[src/rtl/uart_rcv_if.sv]
// Purpose: parallel side of the UART receiver: serial line in, received byte, status flags.
// Latency: none, wires only.
// Backpressure: none; the consumer acknowledges with clr_rdy and the receiver never stalls.
//
// Signals:
//   RX       serial line into the receiver, idle high
//   clr_rdy  consumer acknowledge, clears rdy and frm_err
//   rx_data  last correctly framed byte
//   rdy      new byte available on rx_data (sticky)
//   frm_err  last frame had a low stop bit (sticky)
interface uart_rcv_if;
    logic       RX;
    logic       clr_rdy;
    logic [7:0] rx_data;
    logic       rdy;
    logic       frm_err;

    // slave: the receiver itself
    modport slave (
        input  RX,
        input  clr_rdy,
        output rx_data,
        output rdy,
        output frm_err
    );

    // master: line driver plus byte consumer
    modport master (
        output RX,
        output clr_rdy,
        input  rx_data,
        input  rdy,
        input  frm_err
    );
endinterface

[src/rtl/uart_rcv.sv]
// Purpose: 8N1 UART receiver (LSB first, idle high); recovers bytes from the async RX pin.
// Latency: flags and byte appear 3 + CLKS_PER_BIT/2 + 9*CLKS_PER_BIT clocks after RX falls.
// Backpressure: none; rdy/frm_err are sticky until clr_rdy or the next start edge.
//
// Ports:
//   clk   system clock, rising edge
//   rst   synchronous active-high reset
//   bus   uart_rcv_if.slave: RX, clr_rdy in; rx_data, rdy, frm_err out
module uart_rcv #(
    parameter int CLKS_PER_BIT = 2604
) (
    input  logic        clk,
    input  logic        rst,
    uart_rcv_if.slave   bus
);

    localparam int CW = $clog2(CLKS_PER_BIT) + 1;
    localparam logic [CW-1:0] HALF_BIT = CW'(CLKS_PER_BIT / 2);
    localparam logic [CW-1:0] FULL_BIT = CW'(CLKS_PER_BIT);
    localparam logic [CW-1:0] CNT_ONE  = CW'(1);

    typedef enum logic {
        IDLE = 1'b0,
        RECV = 1'b1
    } state_t;

    state_t        state;
    logic          rx_s1;
    logic          rx_s2;
    logic          rx_prev;
    logic [CW-1:0] baud_cnt;
    logic [3:0]    bit_cnt;
    logic [8:0]    shift_reg;
    logic [7:0]    rx_data_q;
    logic          rdy_q;
    logic          frm_err_q;

    logic          fall;
    logic          sample_now;
    logic          frame_ok;

    // Start detection needs a real high->low transition on the synchronized line,
    // so a line parked low (e.g. after a framing error) cannot re-arm the receiver.
    assign fall       = rx_prev & ~rx_s2;
    assign sample_now = (baud_cnt == CNT_ONE);
    // At the stop sample the start bit still sits in shift_reg[0]; requiring it low
    // alongside a high stop bit keeps the framing check self-contained.
    assign frame_ok   = rx_s2 & ~shift_reg[0];

    always_ff @(posedge clk) begin
        if (rst) begin
            state     <= IDLE;
            rx_s1     <= 1'b1;
            rx_s2     <= 1'b1;
            rx_prev   <= 1'b1;
            baud_cnt  <= '0;
            bit_cnt   <= '0;
            shift_reg <= '0;
            rx_data_q <= '0;
            rdy_q     <= 1'b0;
            frm_err_q <= 1'b0;
        end else begin
            rx_s1   <= bus.RX;
            rx_s2   <= rx_s1;
            rx_prev <= rx_s2;

            // Acknowledge first; any flag set below in the same cycle overrides it.
            if (bus.clr_rdy) begin
                rdy_q     <= 1'b0;
                frm_err_q <= 1'b0;
            end

            case (state)
                IDLE: begin
                    if (fall) begin
                        baud_cnt  <= HALF_BIT;
                        bit_cnt   <= '0;
                        rdy_q     <= 1'b0;
                        frm_err_q <= 1'b0;
                        state     <= RECV;
                    end
                end
                RECV: begin
                    if (sample_now) begin
                        baud_cnt  <= FULL_BIT;
                        bit_cnt   <= bit_cnt + 4'd1;
                        shift_reg <= {rx_s2, shift_reg[8:1]};
                        if (bit_cnt == 4'd0) begin
                            // Start bit high at mid-bit: noise, not a frame.
                            if (rx_s2) begin
                                state <= IDLE;
                            end
                        end else if (bit_cnt == 4'd9) begin
                            // Samples 1..8 now occupy shift_reg[8:1], bit 0 at [1].
                            state <= IDLE;
                            if (frame_ok) begin
                                rx_data_q <= shift_reg[8:1];
                                rdy_q     <= 1'b1;
                            end else begin
                                frm_err_q <= 1'b1;
                            end
                        end
                    end else begin
                        baud_cnt <= baud_cnt - CNT_ONE;
                    end
                end
                default: state <= IDLE;
            endcase
        end
    end

    assign bus.rx_data = rx_data_q;
    assign bus.rdy     = rdy_q;
    assign bus.frm_err = frm_err_q;

endmodule

[src/flat_wrapper.sv]
// flat-port wrapper written by rule: the top's interface ports become plain ports
module uart_rcv_flat 
#(
    parameter int CLKS_PER_BIT = 2604
)
  (clk, rst, bus_RX, bus_clr_rdy, bus_rx_data, bus_rdy, bus_frm_err);
  uart_rcv_if bus_i ();
  input  logic clk;
  input  logic rst;
  input wire logic [$bits(bus_i.RX)-1:0] bus_RX;
  input wire logic [$bits(bus_i.clr_rdy)-1:0] bus_clr_rdy;
  output wire logic [$bits(bus_i.rx_data)-1:0] bus_rx_data;
  output wire logic [$bits(bus_i.rdy)-1:0] bus_rdy;
  output wire logic [$bits(bus_i.frm_err)-1:0] bus_frm_err;
  assign bus_i.RX = bus_RX;
  assign bus_i.clr_rdy = bus_clr_rdy;
  assign bus_rx_data = bus_i.rx_data;
  assign bus_rdy = bus_i.rdy;
  assign bus_frm_err = bus_i.frm_err;
  uart_rcv #(.CLKS_PER_BIT(CLKS_PER_BIT)) u_core (.clk(clk), .rst(rst), .bus(bus_i));
endmodule
[config.mk]
export PLATFORM = sky130hd
export DESIGN_NAME = uart_rcv_flat
export DESIGN_NICKNAME = d
export VERILOG_FILES = /design/src/rtl/uart_rcv_if.sv /design/src/rtl/uart_rcv.sv /design/src/flat_wrapper.sv
export SDC_FILE = /design/constraint.sdc
export NUM_CORES = 1
export LEC_CHECK = 0
export CORE_MARGIN = 8
export CORE_UTILIZATION = 43
export DETAILED_ROUTE_END_ITERATION = 16
export GPL_TIMING_DRIVEN = 0
export PLACE_DENSITY = 0.67
export SYNTH_ARGS = -nofsm -noshare
export SYNTH_HDL_FRONTEND = slang
export SYNTH_SLANG_ARGS = --single-unit
export TNS_END_PERCENT = 10
[constraint.sdc]
create_clock -name clk -period 2.5 [get_ports clk]
set_clock_uncertainty 0.1 [all_clocks]
set_input_delay 0.625 -clock clk [delete_from_list [all_inputs] [get_ports clk]]
set_output_delay 0.625 -clock clk [all_outputs]
set_load 0.1 [all_outputs]
======== Yosys cells after proc, flatten, opt, wreduce, memory -nomap -nowiden ========
Cells that the tools add are included.
word-level totals
  flip-flop bits (word level) ............. 40
  word-level logic and storage cells ...... 52
  output and inout bits ................... 10
operators by class
  multiplexer cells ....................... 26
  bitwise logic cells ..................... 6
  $add $sub $neg .......................... 2
  equality and inequality tests ........... 4
  reductions and logical operators ........ 4
operator list
  kind                                                    number
  2-to-1 mux 13 bit                                       2
  one-hot mux 13 bit (2 select lines)                     1
  2-to-1 mux 1 bit                                        17
  equality test 13 x 1 -> 1 bit (second input constant)   1
  subtractor 13 x 1 -> 13 bit (second input constant)     1
  2-to-1 mux 4 bit                                        2
  one-hot mux 4 bit (2 select lines)                      1
  one-hot mux 1 bit (2 select lines)                      3
  AND reduction 5 bit                                     1
  adder 4 x 1 -> 4 bit (second input constant)            1
  equality test 4 bit (second input constant)             1
  zero test 4 bit                                         1
  inverter 1 bit                                          4
  AND reduction 2 bit                                     2
  AND 1 bit                                               2
  inequality test 2 x 1 -> 1 bit (second input constant)  1
  inequality test 2 bit (second input constant)           1

======== Depth between registers and ports, before layout ========
  word-level depth ........................ 7
  mapped depth ............................ 7
  depth with buffers taken out ............ 6

======== Worst setup path before layout ========
OpenSTA, ideal clock, no wires.
  path type ............................... register to register
  start point ............................. reg u_core.baud_cnt[1]
  end point ............................... reg u_core.baud_cnt[7]
  path slack .............................. 370 ps
  cell stages (with the launch flop) ...... 8
  arrival time ............................ 1907 ps
  required time ........................... 2278 ps
  path buffers ............................ 1
  period minus slack after synthesis ...... 2130 ps
  cell sequence ........................... dfxtp_1 > inv_1 > ha_1 > or4b_1 > o41a_1 > buf_6 > nor4b_1 > a311o_1
on the way
  word-level cells in the longest chain between the ends .. 3
  elaborated cells on any way between the ends .. 4
  those cells by class .................... add/sub (1); eq/ne (1); mux (2)
RTL lines
  item                                                                          RTL line                         source
  start: declaration                                                            uart_rcv.sv:31                   logic [CW-1:0] baud_cnt;
  start signal: assignment                                                      uart_rcv.sv:104                  baud_cnt <= baud_cnt - CNT_ONE;
  subtractor 13 x 1 -> 13 bit or equality test 13 x 1 -> 1 bit (tied branches)  uart_rcv.sv:104, uart_rcv.sv:45
  2-to-1 mux 13 bit (*)                                                         uart_rcv.sv:84                   if (sample_now) begin
  one-hot mux 13 bit (2 select lines) (*)                                       uart_rcv.sv:73                   case (state)
Mark *: on every way between the ends. The rest lies on a longest branch, timed or not.
A chain may end at the register's enable or synchronous reset.

======== Final worst setup path ========
Same ends and word-level chain as after synthesis.

==> summary.txt <==
# IOs: 14
Clock buffer depth: 2
WP data required: 2.59 ns
Via count: 1592
Cell Area, Synth: 1870 µm²
Initial antenna violation count: 0
Clock Latency Late Sink: 0.30 ns
Die H: 81.9 µm
IO Port Bufs: 13
N_diodes: 0
Leak pwr: 0.851 nW
Worst flop-to-flop path endpoint: u_core.baud_cnt[7]$_SDFFE_PP0P_
Hpwl dp: 2.95 mm
1st-iter DRT viols: 94
Worst endpoint data arrival time: 2.36 ns
WL/cell: 14.0 µm
Total Routing Usage GR: 0.134
Most common cell after layout, fill and taps aside: nand2_1
Full die area: 6710 µm²
Crit share post-route: 0.910
Final Cell Area: 2180 µm²
Primary FF master, synth: dfxtp_1
Cells after Synth: 218
Worst-case reg-to-reg path depth: 7
Async SR Flop Fraction: 0
Area growth syn-to-layout: 16.7%
Setup repair after global routing missed its margin: no
CP startpoint: u_core.baud_cnt[1]$_SDFFE_PP0P_
Syn nets: 227
Num Clock Sinks: 40
Setup violators final: 0
Worst setup SP type: register
Ys Warns: 0
Rows: 24
Post-synth EDFFs: 0
Adder-cell share of the synthesized area: 0.0335
Total power: 1.38 mW
Final ANT Viol Nets: 0
Clk Tree Root Cell: clkbuf_8
CTS Buf Count: 5
Vias in the first global route: 1476
Slew @ Worst Pin: 0.964 ns
CTS tree: built
Crit Path Class: reg2reg
Post-synth cell types: 49
RR Startpoint: u_core.baud_cnt[1]$_SDFFE_PP0P_
Max FFs per register: 13
Layout cells sized above 1: 0.0879
Nets: 247
Hold path cells: 1
CORE AREA: 4260 µm²
Worst hold start: u_core.rx_s1$_SDFF_PP1_
CTS HTree Levels: 2
Register area share after synthesis: 0.428
Placer congestion estimate: 0.779
Seq cells post-synth: 40
Largest family of logic cells by synthesized area: simple AND/OR/NAND/NOR gates
Mux share of post-synthesis cell area: 0.0602
Total routed wirelength: 4.06 mm
DRT Pass-1 Iters: 5
FMAX: 439 MHz
Worst-path fanout max: 10
Setup TNS: 0 ns
Non-filler instance count after layout: 291
Final slew viol count: 0
Power Dens Cells: 633 nW/µm²
Placed cells: 283
CP endpoint kind: register
Commonest non-fill, non-tap cells in the layout: 46 x nand2_1, 40 x dfxtp_1, 18 x a21oi_1
Synth Area in XOR/XNOR: 0.00469
DP Area: 2060 µm²
FF-to-FF setup slack: 0.22 ns
Hold EP: u_core.rx_s2$_SDFF_PP1_
Status: finished clean
Total gr overflow: 0
First-pass GRT wire length: 7.00 mm
Die W: 81.9 µm
Post-synthesis simple-gate area fraction: 0.274
Syn Area/Cell: 8.57 µm²
Starting Density: 0.438
Filler Cell Count: 415
Reg clk slew, reported paths: 0.08 ns
Vias/cell: 5.47
Fin. Hold Viols: 0
Hold Crit Class: reg2reg
Peak VDD IR: 0.000372 V
Min Hold Slack: 0.317 ns
Slew headroom: 0.356
Post-CTS setup buffers: 0
CTS Hold Bufs: 0
Residual DRC: 0
Largest net degree at the start of global routing: 15
Crit path time final: 2.28 ns
Post-synthesis compound-gate area fraction: 0.151
# Max-Cap Violations: 0
-- synth_stat cells (4+ instances only) --
library cell / number / area share
inv_1: 8 / 0.016
mux2i_1: 9 / 0.048
o21ai_0: 6 / 0.016
a21oi_1: 18 / 0.048
nor3_1: 7 / 0.019
dfxtp_1: 40 / 0.43
nand3_1: 4 / 0.011
ha_1: 5 / 0.033
nor3b_1: 4 / 0.016
nand2_1: 46 / 0.092
clkbuf_1: 7 / 0.014
nor2_1: 7 / 0.014
-- cell families (layout without fill, tap and decap cells) --
group / after synthesis / in the layout
AO/OA/AOI/OAI: 43 / 43
flip-flops: 40 / 40
XOR/XNOR: 1 / 1
AND/OR/NAND/NOR: 99 / 99
multiplexers: 11 / 11
buffers and inverters: 19 / 40
adder cells (fa/ha/maj): 5 / 5
-- worst max-delay path by stage --
stage                                 endpoint  slack [ns]  cells past startpoint
3_5_place_dp   u_core.baud_cnt[6]$_SDFFE_PP0P_        0.06                      4
4_1_cts                         bus_rx_data[4]       0.002                      1
5_1_grt         u_core.bit_cnt[2]$_SDFFE_PP0P_        0.08                      7
6_report       u_core.baud_cnt[7]$_SDFFE_PP0P_        0.22                      7
2_1_floorplan  u_core.baud_cnt[7]$_SDFFE_PP0P_        0.37                      7
3_3_place_gp   u_core.baud_cnt[0]$_SDFFE_PP0P_        0.05                      4
-- final cells by class --
cell class                      instances  area, µm²  area share
Buffer                                 11       58.8      0.0270
Clock buffer                            5       68.8      0.0316
Clock inverter                          3       46.3      0.0212
Inverter                                8       30.0      0.0138
Multi-Input combinational cell        159        986       0.452
Sequential cell                        40        801       0.367
Tap cell                               52       65.1      0.0298
Timing Repair Buffer                   13        125      0.0574
-- worst max-delay path: stages, from the launching register on --
cell and delay [ns]:
dfxtp_1 0.33, inv_1 0.10, ha_1 0.16, or4b_1 0.46, o41a_1 0.46, buf_6 0.16
nor4b_1 0.14, a311o_1 0.27
-- metrics by stage --
step	utilization	setup WS (ns)
6_report	0.511	0.224
5_1_grt	0.511	0.0800
4_1_cts	0.509	0.00170
3_5_place_dp	0.484	0.0569
3_3_place_gp	0.484	0.0528
2_1_floorplan	-	0.370
-- power breakdown --
group	total [mW]	internal (mW)	switching, mW
clock	0.550	0.301	0.249
sequential	0.678	0.655	0.0230
combinational	0.153	0.0631	0.0899
total	1.38	1.02	0.362
-- repair_timing --
item,CTS,global route
setup endpoints to repair,8,21
cloned,0,0
gates resized for setup,8,3
pin swaps,0,0
-- per-layer routing --
metal	up-vias	wire length (µm)	GRT usage
met5	-	0	0
li1	815	-	-
met3	6	205	0.0263
met4	0	57	0.0684
met1	736	1870	0.173
met2	35	1930	0.208
Note: power is estimated with default switching activity, not from simulation.
